<file path="src/rtl/udp_frame_packer.sv">
// udp_frame_packer: prepends a 42-byte Ethernet/IPv4/UDP header to an 8-bit payload stream.
module udp_frame_packer #(
  parameter logic [7:0]  TTL     = 8'd64,
  parameter logic [15:0] ID_INIT = 16'h0000
) (
  input  logic        aclk,
  input  logic        aresetn,
  input  logic [47:0] src_mac,
  input  logic [47:0] dst_mac,
  input  logic [31:0] src_ip,
  input  logic [31:0] dst_ip,
  input  logic [15:0] src_port,
  input  logic [15:0] dst_port,
  input  logic [15:0] s_len,
  input  logic [7:0]  s_axis_tdata,
  input  logic        s_axis_tvalid,
  output logic        s_axis_tready,
  input  logic        s_axis_tlast,
  output logic [7:0]  m_axis_tdata,
  output logic        m_axis_tvalid,
  input  logic        m_axis_tready,
  output logic        m_axis_tlast,
  output logic        len_err,
  output logic [31:0] frame_cnt
);
  typedef enum logic [1:0] {IDLE, CALC, HEADER, PAYLOAD} state_t;
  state_t state;
  logic [47:0] smac, dmac;
  logic [31:0] sip, dip, sum, f1, f2;
  logic [15:0] sport, dport, len, id, csum, cnt, tot, ulen;
  logic [5:0] idx;
  logic [335:0] hdr;
  logic beat;
  always_comb begin
    tot = len + 16'd28;
    ulen = len + 16'd8;
    sum = 32'h4500 + {16'd0, tot} + {16'd0, id} + 32'h4000 + {16'd0, TTL, 8'h11}
        + {16'd0, sip[31:16]} + {16'd0, sip[15:0]} + {16'd0, dip[31:16]} + {16'd0, dip[15:0]};
    f1 = {16'd0, sum[31:16]} + {16'd0, sum[15:0]};
    f2 = {16'd0, f1[31:16]} + {16'd0, f1[15:0]};
    hdr = {dmac, smac, 16'h0800, 16'h4500, tot, id, 16'h4000, TTL, 8'h11, csum,
           sip, dip, sport, dport, ulen, 16'h0000};
    beat = state == PAYLOAD && s_axis_tvalid && m_axis_tready;
    s_axis_tready = state == PAYLOAD && m_axis_tready;
    m_axis_tvalid = state == HEADER || (state == PAYLOAD && s_axis_tvalid);
    m_axis_tlast = state == PAYLOAD && s_axis_tlast;
    // header byte idx is taken MSB-first from the packed header; idx only moves on a handshake
    m_axis_tdata = state == PAYLOAD ? s_axis_tdata :
                   state == HEADER  ? hdr[{3'd0, 6'd41 - idx, 3'd0} +: 8] : 8'd0;
  end
  always_ff @(posedge aclk or negedge aresetn)
    if (!aresetn) begin
      state <= IDLE;
      id <= ID_INIT;
      len_err <= 1'b0;
      frame_cnt <= '0;
      idx <= '0;
      cnt <= '0;
      csum <= '0;
      len <= '0;
      smac <= '0;
      dmac <= '0;
      sip <= '0;
      dip <= '0;
      sport <= '0;
      dport <= '0;
    end else begin
      len_err <= 1'b0;
      case (state)
        IDLE: if (s_axis_tvalid) begin
          len <= s_len;
          smac <= src_mac;
          dmac <= dst_mac;
          sip <= src_ip;
          dip <= dst_ip;
          sport <= src_port;
          dport <= dst_port;
          state <= CALC;
        end
        CALC: begin
          csum <= ~f2[15:0];
          idx <= '0;
          cnt <= '0;
          state <= HEADER;
        end
        HEADER: if (m_axis_tready) begin
          idx <= idx + 6'd1;
          if (idx == 6'd41) state <= PAYLOAD;
        end
        PAYLOAD: if (beat) begin
          cnt <= cnt + 16'd1;
          if (s_axis_tlast) begin
            len_err <= cnt + 16'd1 != len;
            frame_cnt <= frame_cnt + 32'd1;
            id <= id + 16'd1;
            state <= IDLE;
          end
        end
        default: state <= IDLE;
      endcase
    end
endmodule

</file>
<file path="config.mk">
export PLATFORM = sky130hd
export DESIGN_NAME = udp_frame_packer
export DESIGN_NICKNAME = d
export VERILOG_FILES = /design/src/rtl/udp_frame_packer.sv
export SDC_FILE = /design/constraint.sdc
export NUM_CORES = 1
export LEC_CHECK = 0
export CORE_ASPECT_RATIO = 1.75
export CORE_MARGIN = 2
export CORE_UTILIZATION = 43
export DETAILED_ROUTE_END_ITERATION = 8
export DONT_BUFFER_PORTS = 1
export GPL_TIMING_DRIVEN = 0
export SLEW_MARGIN = 20
export SYNTH_ARGS = -nofsm -noshare
export SYNTH_HDL_FRONTEND = slang
export SYNTH_SLANG_ARGS = --single-unit
</file>
<file path="constraint.sdc">
create_clock -name aclk -period 22.8 [get_ports aclk]
set_clock_uncertainty 0.15 [all_clocks]
set_input_delay 2.28 -clock aclk [delete_from_list [all_inputs] [get_ports aclk]]
set_output_delay 2.28 -clock aclk [all_outputs]
set_load 0.01 [all_outputs]
</file>
==> impl_metrics.tcl, run 1 <==
set metrics [dict create \
    synth_area_sq_mm 0.0183 \
    start_kind "register" \
    dr_total_vias 12900 \
    min_path_cells 1 \
    path_max_fanout 7 \
    drv_slew 0 \
    cts_max_level 1 \
    synth_seq_cells 297 \
    max_slew_margin 0.0184 \
    critPathBufInv 8 \
    placed_cells 2194 \
    die_w_microns 160 \
    first_global_vias 13900 \
    fin_cells 2252 \
    hold_end "dmac[31]" \
    timing.rr.end "csum[15]" \
    rsz0062_at_grt "no" \
    grt_pass1_wl_microns 84900 \
    die_h_microns 277 \
    areaGrowthSynthToFinish_pct 9.33 \
    cp-end-kind "register" \
    wirelength_microns 56500 \
    clock_tree.buffer_depth 3 \
    cts-resized-gates 0 \
    min_period_over_period 0.446 \
    core_sq_mm 0.0423 \
    status "finished clean" \
    hold_class "register to register" \
    yosys_warnings 0 \
    setup_tns_ns 0 \
    crit_slowest_cell "a21boi_0" \
    start_util 0.432 \
    tightest_slew_ns 1.47 \
    drtIter0Drc 751 \
    drive_above_1_share 0.205 \
    cts.sinks 297 \
    dpl_cell_area_sq_mm 0.0190 \
    seq_area_sq_mm 0.00743 \
    gp_congestion 1.01 \
    grt_overflow_total 0 \
    cts_tree "yes" \
    grt_max_degree 298 \
    hold_buffers 0 \
    setup_viol 0 \
    yosys_most_used_dff "dfrtp_1" \
    cts_made_buffers 29 \
    synth-async-reset-ratio 1.00 \
    root_buffer "clkbuf_16" \
    worst_ep_required_time_ns 23.17 \
    syn_inst 1633 \
    synth.distinct_cells 81 \
    r2r_start "len[3]" \
    post-dp-hpwl_microns 45100 \
    reg2reg_depth 38 \
    drt_pre_antenna_iters 7 \
    critical_path_class "register to register" \
    wl_per_cell_microns 25.1 \
    critPathTopFamily "adder cells" \
    max_freq_mhz 98.4 \
    finish.utilization 0.473 \
    port_buffers 0 \
    maxCapViolCount 0 \
    nFillCells 3970 \
    die_area_sq_mm 0.0443 \
    final_nets 2003 \
    synth-seq-area-share 0.406 \
    arrival_ns 10.53 \
    final_hold_viol_count 0 \
    grt_usage 0.255 \
    multiInputGateArea_sq_mm 0.00995 \
    stdcell_area_sq_mm 0.0200 \
    clkTransAtPathRegs_ns 0.07 \
    viasPerCell 5.74 \
    antenna_found_initial 9 \
    hold_start "dmac[31]" \
    slowest_delay_ns 0.65 \
    post_cts_buffers 0 \
    synth_nets 1972 \
    synth_edf_count 0 \
    syn_area_per_cell_sq_um 11.2 \
    rows 100 \
    drtAntennaViolNets 0 \
    reg2reg_setup_slack_ns 12.64 \
    clk_latency_ns 0.61 \
    ios 265 \
    drc 0 \
    finalCriticalPeriod_ns 10.16 \
]
==> layer usage <==
metal  up-vias  part of all wire  global-route usage
met2       509              0.54               0.485
met1      6532              0.33               0.256
met3       150             0.057              0.0446
met4         4             0.072               0.154
li1       5724                 -                   -
met5         -           0.00037                   0
==> kinds of logic (layout without fill, tap and decap cells) <==
| kind of cell | after synthesis | count (layout) | share of synthesized area |
|---|---|---|---|
| fa+ha+maj | 118 | 118 | 0.107 |
| simple gates | 341 | 341 | 0.0918 |
| buf+inv | 234 | 286 | 0.0494 |
| other cells | 0 | 6 | 0 |
| flops | 297 | 297 | 0.406 |
| compound gates | 222 | 222 | 0.0790 |
| xor+xnor | 141 | 141 | 0.0692 |
| mux | 280 | 280 | 0.198 |
==> synthesized netlist by cell type, types with 7 or more instances <==
library cell  number  share of area
o21ai_0           67          0.018
nand2_1          118          0.024
ha_1              55          0.038
nor3_1            23         0.0063
a21oi_1           53          0.015
dfrtp_1          297           0.41
and3_1            19         0.0065
mux2_2           217           0.13
a21o_1             7         0.0029
inv_1            151          0.031
o31ai_1            7         0.0029
xnor2_1           92          0.044
nor2_1            74          0.015
xor2_1            45          0.022
a31oi_1           13         0.0044
and2_1            10         0.0034
o21a_1             7         0.0029
buf_1             11         0.0023
fa_1              63          0.069
nand3_1           37          0.010
mux4_2            43          0.053
nand4_1           18         0.0062
mux2i_1           20          0.011
clkbuf_1          63          0.013
==> worst register-to-register path: cells and delay by family (launching register included) <==
| kind | cells | cell delay [ns] |
|---|---|---|
| XOR/XNOR | 2 | 0.50 |
| buffers and inverters | 8 | 1.24 |
| AND/OR/NAND/NOR | 10 | 2.27 |
| adder cells (fa/ha/maj) | 8 | 3.19 |
| flip-flops | 1 | 0.34 |
| AO/OA/AOI/OAI | 10 | 2.38 |
==> final cells by class <==
class	instances	area share
Clock inverter	8	0.00576
Clock buffer	44	0.0436
Inverter	152	0.0285
Tap cell	561	0.0351
Sequential cell	297	0.372
Buffer	82	0.0167
Multi-Input combinational cell	1102	0.498
Antenna cell	6	0.000751
==> flip-flops by register name (all words and copies together), names as in the netlist, 2 cells and up <==
name and cells:
cnt 16, csum 16, dip 32, dmac 48
dport 16, frame_cnt 32, id 16, idx 6
len 16, sip 32, smac 48, sport 16
state 2
==> per-stage QoR <==
stage	hold slack (ns)	setup slack [ns]
2_1_floorplan	0.295	14.26
3_3_place_gp	0.332	12.87
3_5_place_dp	0.332	12.70
4_1_cts	0.352	12.65
5_1_grt	0.359	12.01
6_report	0.348	12.64
==> layout by cell type, fill, tap and decap left out, drive strengths merged, types with 8 or more instances in the layout <==
cell type,instances
o21ai,69
and3,20
buf,17
mux2,217
xor2,47
mux4,43
nand4,19
and4,8
xnor2,94
nand2,119
and2,11
clkbuf,108
a31oi,13
nor3,25
ha,55
inv,153
nand3,38
fa,63
dfrtp,297
nor2,74
mux2i,20
a21oi,53
==> worst max path at each step <==
stage | to | depth (start not counted) | start
floorplan | csum[15] | 38 | len[3]
global placement | csum[15] | 38 | len[3]
detailed placement | csum[15] | 38 | len[3]
CTS | csum[15] | 38 | len[3]
global route | csum[15] | 38 | len[3]
finish | csum[15] | 38 | len[3]
Power of run 1 is not shown: default switching activity piles up to over one toggle a cycle in this logic, so the estimate is an artifact.
==> inputs of run 2 (changes only) <==
clock period = 8.4 ns   (was 22.8 ns; I/O delays follow)
==> run 2 against run 1 <==
  * Global-route usage decreased by 0.25 points
  * Count of clock-buffer cells in the layout decreased by 10
  * Critical path depth increased by 2
  * Routed wire length increased by 0.76%
  * First-iteration DRC count decreased by 2.4%
  * Flip-flop and latch count unchanged
  * Largest cell class unchanged
==> impl_metrics.tcl, run 2 (synthesis results as in run 1) <==
set metrics [dict create \
    antenna_found_initial 5 \
    clock_tree.buffer_depth 3 \
    critical_path_class "register to register" \
    cts_tree "yes" \
    critPathBufInv 7 \
    ios 265 \
    seq_area_sq_mm 0.00744 \
    reg2reg_setup_slack_ns 0.29 \
    critPathTopFamily "adder cells" \
    dr_total_vias 12900 \
    cts_made_buffers 29 \
    crit_slowest_cell "fa_1" \
    min_path_cells 1 \
    post-place-ws_ns -1.17 \
    grt_usage 0.253 \
    areaGrowthSynthToFinish_pct 13.6 \
    timing.rr.end "csum[14]" \
    layout_setup_ws_ns 0.291 \
    drt_pre_antenna_iters 5 \
    core_sq_mm 0.0423 \
    drc 0 \
    reg_top3 "dmac x48, smac x48" \
    cts.sinks 297 \
    multiInputGateArea_sq_mm 0.0103 \
    grt_overflow_total 0 \
    clk_latency_ns 0.60 \
    die_area_sq_mm 0.0443 \
    hold_start "s_len[10]" \
    post-dp-hpwl_microns 44900 \
    viasPerCell 5.65 \
    rows 100 \
    r2r_start "len[4]" \
    drv_slew 0 \
    cp-end-kind "register" \
    min_period_over_period 0.965 \
    start_util 0.432 \
    gp_congestion 0.984 \
    wl_per_cell_microns 25.0 \
    root_buffer "clkbuf_16" \
    tightest_slew_ns 1.13 \
    first_global_vias 13700 \
    final_nets 2033 \
    max_freq_mhz 123 \
    final_hold_viol_count 0 \
    final_common_cell "dfrtp_1" \
    worst_ep_required_time_ns 8.72 \
    reg2reg_depth 40 \
    path_max_fanout 4 \
    setup_viol 0 \
    wirelength_microns 57000 \
    grt_pass1_wl_microns 84200 \
    die_w_microns 160 \
    hold_class "primary input to register" \
    drtAntennaViolNets 0 \
    die_h_microns 277 \
    start_kind "register" \
    cts_max_level 1 \
    drive_above_1_share 0.263 \
    hold_end "len[10]" \
    clkTransAtPathRegs_ns 0.07 \
    grt_max_degree 298 \
    max_slew_margin 0.249 \
    status "finished clean" \
    final_cell_mix "dfrtp_1 (289), mux2_2 (217), inv_1 (144), nand2_1 (114), xnor2_1 (88)" \
    arrival_ns 8.43 \
    slowest_delay_ns 0.57 \
    maxCapViolCount 0 \
    drtIter0Drc 733 \
    finalCriticalPeriod_ns 8.11 \
    nFillCells 3927 \
    port_buffers 0 \
]
## run 2: cell count changes in the layout (fill, tap and decap cells not counted), sizes merged
cell / previous run / this run
buf: 17 / 54
diode: 6 / 2
dlygate4sd3: 0 / 1
clkinv: 4 / 9
clkbuf: 108 / 90
clkinvlp: 1 / 3
bufinv: 2 / 6
## run 2: worst max path at each step
stage | startpoint | end | slack, ns | depth (start not counted)
floorplan | len[3] | csum[15] | 0.07 | 38
detailed placement | len[3] | csum[15] | -1.17 | 38
finish | len[4] | csum[14] | 0.29 | 40
global route | len[4] | csum[14] | -0.04 | 38
CTS | len[3] | csum[12] | 0.001 | 38
global placement | len[3] | csum[15] | -1.07 | 38
## run 2: layer usage
metal / routed length (microns) / part of all wire / vias to the layer above / global-route usage
li1: - / - / 5789 / -
met1: 19300 / 0.34 / 6434 / 0.255
met2: 30600 / 0.54 / 469 / 0.476
met3: 3030 / 0.053 / 176 / 0.0464
met4: 4010 / 0.070 / 6 / 0.154
met5: 33 / 0.00058 / - / 0
## run 2: timing repair
item,4_1_cts,5_1_grt
hold endpoints to repair,297,36
buffers inserted,10,26
gates resized for setup,24,67
setup endpoints to repair,16,13
pin swaps,12,36
hold buffers,1,1
## run 2: layout make-up
| type | instances | area share |
|---|---|---|
| inverter | 152 | 0.0277 |
| timing repair buffer | 40 | 0.0177 |
| multi-input combinational | 1102 | 0.497 |
| antenna | 2 | 0.000241 |
| buffer | 72 | 0.0145 |
| clock buffer | 34 | 0.0373 |
| sequential | 297 | 0.358 |
| clock inverter | 19 | 0.0133 |
| tap | 561 | 0.0338 |
## run 2: metrics by stage
| step | TNS [ns] | instances | hold WS [ns] | cell area (sq um) | util |
|---|---|---|---|---|---|
| 6_report | 0 | 2279 | 0.232 | 20800 | 0.491 |
| 5_1_grt | -0.0413 | 2279 | 0.216 | 20800 | 0.491 |
| 4_1_cts | 0 | 2250 | 0.212 | 20200 | 0.478 |
| 3_5_place_dp | -11.32 | 2194 | 0.338 | 19000 | 0.449 |
| 3_3_place_gp | -10.10 | 2194 | 0.333 | 19000 | 0.449 |
| 2_1_floorplan | 0 | 1633 | 0.295 | 18300 | - |
Power of run 2 is left out for the same reason.
==> variant 1 (settings of run 2) <==
Put one more register stage on the output `len_err`, cleared by the reset. The value now appears one clock later. The other outputs are not delayed to match.
--- a/src/rtl/udp_frame_packer.sv
+++ b/src/rtl/udp_frame_packer.sv
@@ -24,6 +24,8 @@
   output logic [31:0] frame_cnt
 );
   typedef enum logic [1:0] {IDLE, CALC, HEADER, PAYLOAD} state_t;
+
+  logic len_err_s0;
   state_t state;
   logic [47:0] smac, dmac;
   logic [31:0] sip, dip, sum, f1, f2;
@@ -52,7 +54,7 @@
     if (!aresetn) begin
       state <= IDLE;
       id <= ID_INIT;
-      len_err <= 1'b0;
+      len_err_s0 <= 1'b0;
       frame_cnt <= '0;
       idx <= '0;
       cnt <= '0;
@@ -65,7 +67,7 @@
       sport <= '0;
       dport <= '0;
     end else begin
-      len_err <= 1'b0;
+      len_err_s0 <= 1'b0;
       case (state)
         IDLE: if (s_axis_tvalid) begin
           len <= s_len;
@@ -90,7 +92,7 @@
         PAYLOAD: if (beat) begin
           cnt <= cnt + 16'd1;
           if (s_axis_tlast) begin
-            len_err <= cnt + 16'd1 != len;
+            len_err_s0 <= cnt + 16'd1 != len;
             frame_cnt <= frame_cnt + 32'd1;
             id <= id + 16'd1;
             state <= IDLE;
@@ -99,5 +101,13 @@
         default: state <= IDLE;
       endcase
     end
+  always_ff @(posedge aclk or negedge aresetn) begin
+    if (!aresetn) begin
+      len_err <= '0;
+    end else begin
+      len_err <= len_err_s0;
+    end
+  end
+
 endmodule
 
Behaviour: no difference found for any inputs over 4 cycles, from zero or initial values and one cycle with aresetn low; that may be too few to reach the edited logic, so the function may still have changed.
==> variant 1 against run 2 <==
- worst hold slack lost 0.031 ns
- wire length shrank 5.1%
- synthesized cell count shrank 0.55%
- final area shrank 2.6%
- sequential share of layout area grew 1.1 points
- area after synthesis shrank 1.0%
- sequential cell count grew 1
- global-route usage shrank 0.82 points
- setup slack gained 0.060 ns
- non-clock buffer count shrank 24
Power is left out: the tool's default activity adds up to more than one toggle a clock period on the data nets, which glitch-free logic cannot reach.
==> variant 1: results (changes against run 2) <==
Filler Cell Count 3,807 (was 3,927); CTS Buf Count 30 (was 29); gpl congestion 0.954 (was 0.984); actual slew at the worst max-slew pin 1.11 ns (was 1.13 ns); layout cell share with drive strength beyond 1 22.1% (was 26.3%); post-route cell area 0.0202 mm2 (was 0.0208 mm2); Routed WL per cell 24.0 um (was 25.0 um); syn avg cell area 11.1 um2 (was 11.2 um2); area occupied by multi-input gates 0.00998 mm2 (was 0.0103 mm2); WHS 0.201 ns (was 0.232 ns); Synth top cells by count dfrtp_1 (298), mux2_2 (212), inv_1 (156) (was dfrtp_1 (297), mux2_2 (217), inv_1 (151)); Inverters 156 (was 152); Hold Path Depth 0 (was 1); worst min-delay path endpoint len_err (was len[10]); HP Class flip-flop to flip-flop (was input port to flip-flop); Starting DRT DRC Count 741 (was 733); multi-input gates 1,088 (was 1,102); top cells by area, synth dfrtp_1 (41%), mux2_2 (13%), fa_1 (7.0%) (was dfrtp_1 (41%), mux2_2 (13%), fa_1 (6.9%)); Seq area share 36.9% (was 35.8%); status finished, final reports clean (unchanged); gr usage total 24.4% (was 25.3%); placed cell count 2,179 (was 2,194); non-clock buffer count 88 (was 112); slowest CP cell fa_2 (was fa_1); post-DR vias/cell 5.67 (was 5.65); vias in the first global route 13,300 (was 13,700); largest net degree at the start of global routing 299 (was 298); final cell count without fillers 2,250 (was 2,279); buffering overhead 2.23% (was 3.21%); reg2reg setup slack 0.35 ns (was 0.29 ns)
[variant 1: logic make-up (layout without fill, tap and decap cells)]
logic type / count (synthesis) / count (layout) / share of synthesized area [%]
AOI/OAI and AO/OA: 218 / 218 / 7.57
xor gates and xnor gates: 134 / 134 / 6.61
adders and majority gates: 119 / 119 / 10.8
buffers and inverters: 238 / 299 / 4.94
DFF: 298 / 298 / 41.2
muxes: 277 / 277 / 19.9
other: 0 / 10 / 0
and+or+nand+nor: 340 / 340 / 8.97
[variant 1: timing repair]
| item | 4_1_cts | 5_1_grt |
|---|---|---|
| pin swaps | 6 | 5 |
| hold endpoints to repair | 298 | 39 |
| gates resized for setup | 27 | 29 |
| endpoints found under the setup margin | 16 | 9 |
| hold buffers | 1 | 1 |
| setup buffers | 9 | 2 |
[variant 1: metal layers]
layer	track usage, %	up-vias	wire [um]
met5	0	-	43
met4	14.2	8	3440
met3	5.11	139	3180
met2	45.8	438	28800
met1	25.2	6446	18500
li1	-	5716	-
==> variant 2 (flow settings as in run 2) <==
Without the edit above. `TTL`: 8'd64 -> 8'd48.
--- a/src/rtl/udp_frame_packer.sv
+++ b/src/rtl/udp_frame_packer.sv
@@ -1,6 +1,6 @@
 // udp_frame_packer: prepends a 42-byte Ethernet/IPv4/UDP header to an 8-bit payload stream.
 module udp_frame_packer #(
-  parameter logic [7:0]  TTL     = 8'd64,
+  parameter logic [7:0]  TTL     = 8'd48,
   parameter logic [15:0] ID_INIT = 16'h0000
 ) (
   input  logic        aclk,
Check against the original RTL: no difference found for any inputs over 4 cycles, from zero or initial values and one cycle with aresetn low; that may be too few to reach the edited logic, so the function may still have changed.
==> variant 2 against run 2 <==
- the flow now finishes with violations (negative setup slack)
- final area rose by 1.0%
- sequential cell count stayed put
- setup slack got worse by 0.66 ns
- critical path type unchanged
- area after synthesis up 0.31%
- fmax down 7.5%
- critical path depth fell by 2
- wire length barely moved
- critical endpoint is now csum[11]
Power is not shown: default switching activity piles up to over one toggle a cycle in this logic, so the estimate is an artifact.
==> variant 2: results (changes against run 2) <==
Slew Limit Headroom 28.4% (was 24.9%); WHS 0.224 ns (was 0.232 ns); register area share after synthesis 40.5% (was 40.6%); # nets final 2,034 (was 2,033); crit path to csum[11] (was csum[14]); Register Area 0.00744 mm2 (about the same); initial antenna violation count 4 (was 5); buffering overhead 3.62% (was 3.21%); min-delay src dst_mac[22] (was s_len[10]); Hold Path Depth 1 (unchanged); proportion of synthesized area in mux cells 20.1% (was 19.8%); layout cell share with drive strength beyond 1 28.0% (was 26.3%); setup TNS -1.90 ns (was 0 ns); R2R depth 38 (was 40); post-synthesis xor/xnor area fraction 6.86% (was 6.92%); Synth top cells by count dfrtp_1 (297), mux2_2 (217), inv_1 (156) (was dfrtp_1 (297), mux2_2 (217), inv_1 (151)); pre-CTS setup slack -1.40 ns (was -1.17 ns); DP Area 0.0191 mm2 (was 0.0190 mm2); CTS Buf Count 31 (was 29); CLK BUF 40 (was 34); Gate Count Post-Synth 1,620 (was 1,633); top cells by area, synth dfrtp_1 (41%), mux2_2 (13%), fa_1 (6.9%) (unchanged); WL final 57,000 um (about the same); Seq area share 35.4% (was 35.8%); Final Max Slew Viols 0 (unchanged); adder-cell area share of the yosys netlist 10.6% (was 10.7%); Netlist Area Pre-Place 0.0183 mm2 (about the same); first-pass GRT wire length 85,700 um (was 84,200 um); Yosys top cell area share 40.5% (was 40.6%); Starting DRT DRC Count 658 (was 733); failing checks negative setup slack; multi-input gates 1,082 (was 1,102); gpl congestion 0.976 (was 0.984); number of synthesized flops with an enable pin 0 (unchanged); port bufs 0 (unchanged); Yosys reg bits 297 (unchanged); Cell variety after synth 86 (was 81); slowest CP cell fa_2 (was fa_1); Clock-cell share 5.04% (was 5.05%); placed cell count 2,181 (was 2,194); post-DR vias/cell 5.62 (was 5.65); post-DP HPWL 44,700 um (was 44,900 um); gr usage total 25.6% (was 25.3%); Inverters 158 (was 152); multi-input combinational area share 49.7% (about the same); worst setup margin -0.365 ns (was 0.291 ns); crit path from len[3] (was len[4]); worst min-delay path endpoint dmac[22] (was len[10]); Setup Viol. Count Final 8 (was 0); Synth Area in Compound Gates 7.48% (was 7.90%); vias in the first global route 14,000 (was 13,700); via count 12,800 (was 12,900); status complete, but fails checks (was finished, final reports clean); Filler Cell Count 3,879 (was 3,927)
-- variant 2: cell count changes in the layout (fill, tap and decap cells not counted), sizes merged, moves of 5 or more --
cell,delta
buf,+14
nor2,-13
inv,+9
a21oi,-8
nand2,-8
xor2,-8
clkbuf,+6
xnor2,+6
nand2b,+5
nand3b,+5
nor3,-5
-- variant 2: kinds of logic after synthesis --
group / Yosys count
buffers and inverters: 241
XOR/XNOR: 139
AND/OR/NAND/NOR: 333
adder cells (fa/ha/maj): 118
AO/OA/AOI/OAI: 206
multiplexers: 286
flip-flops: 297
-- variant 2: timing repair --
action,in CTS,in global routing
endpoints found under the hold margin,297,17
cloned,0,0
setup endpoints to repair,16,15
resized for setup,70,26
hold buffers,1,1
pin swaps,42,42
buffers inserted,37,9
-- variant 2: routing by layer --
metal  vias up  track usage (%)  routed length, um
met5         -                0                 24
met4         4             12.3               2960
met3       132             4.66               2830
met2       389             49.6              31700
met1      6527             26.0              19500
li1       5767                -                  -
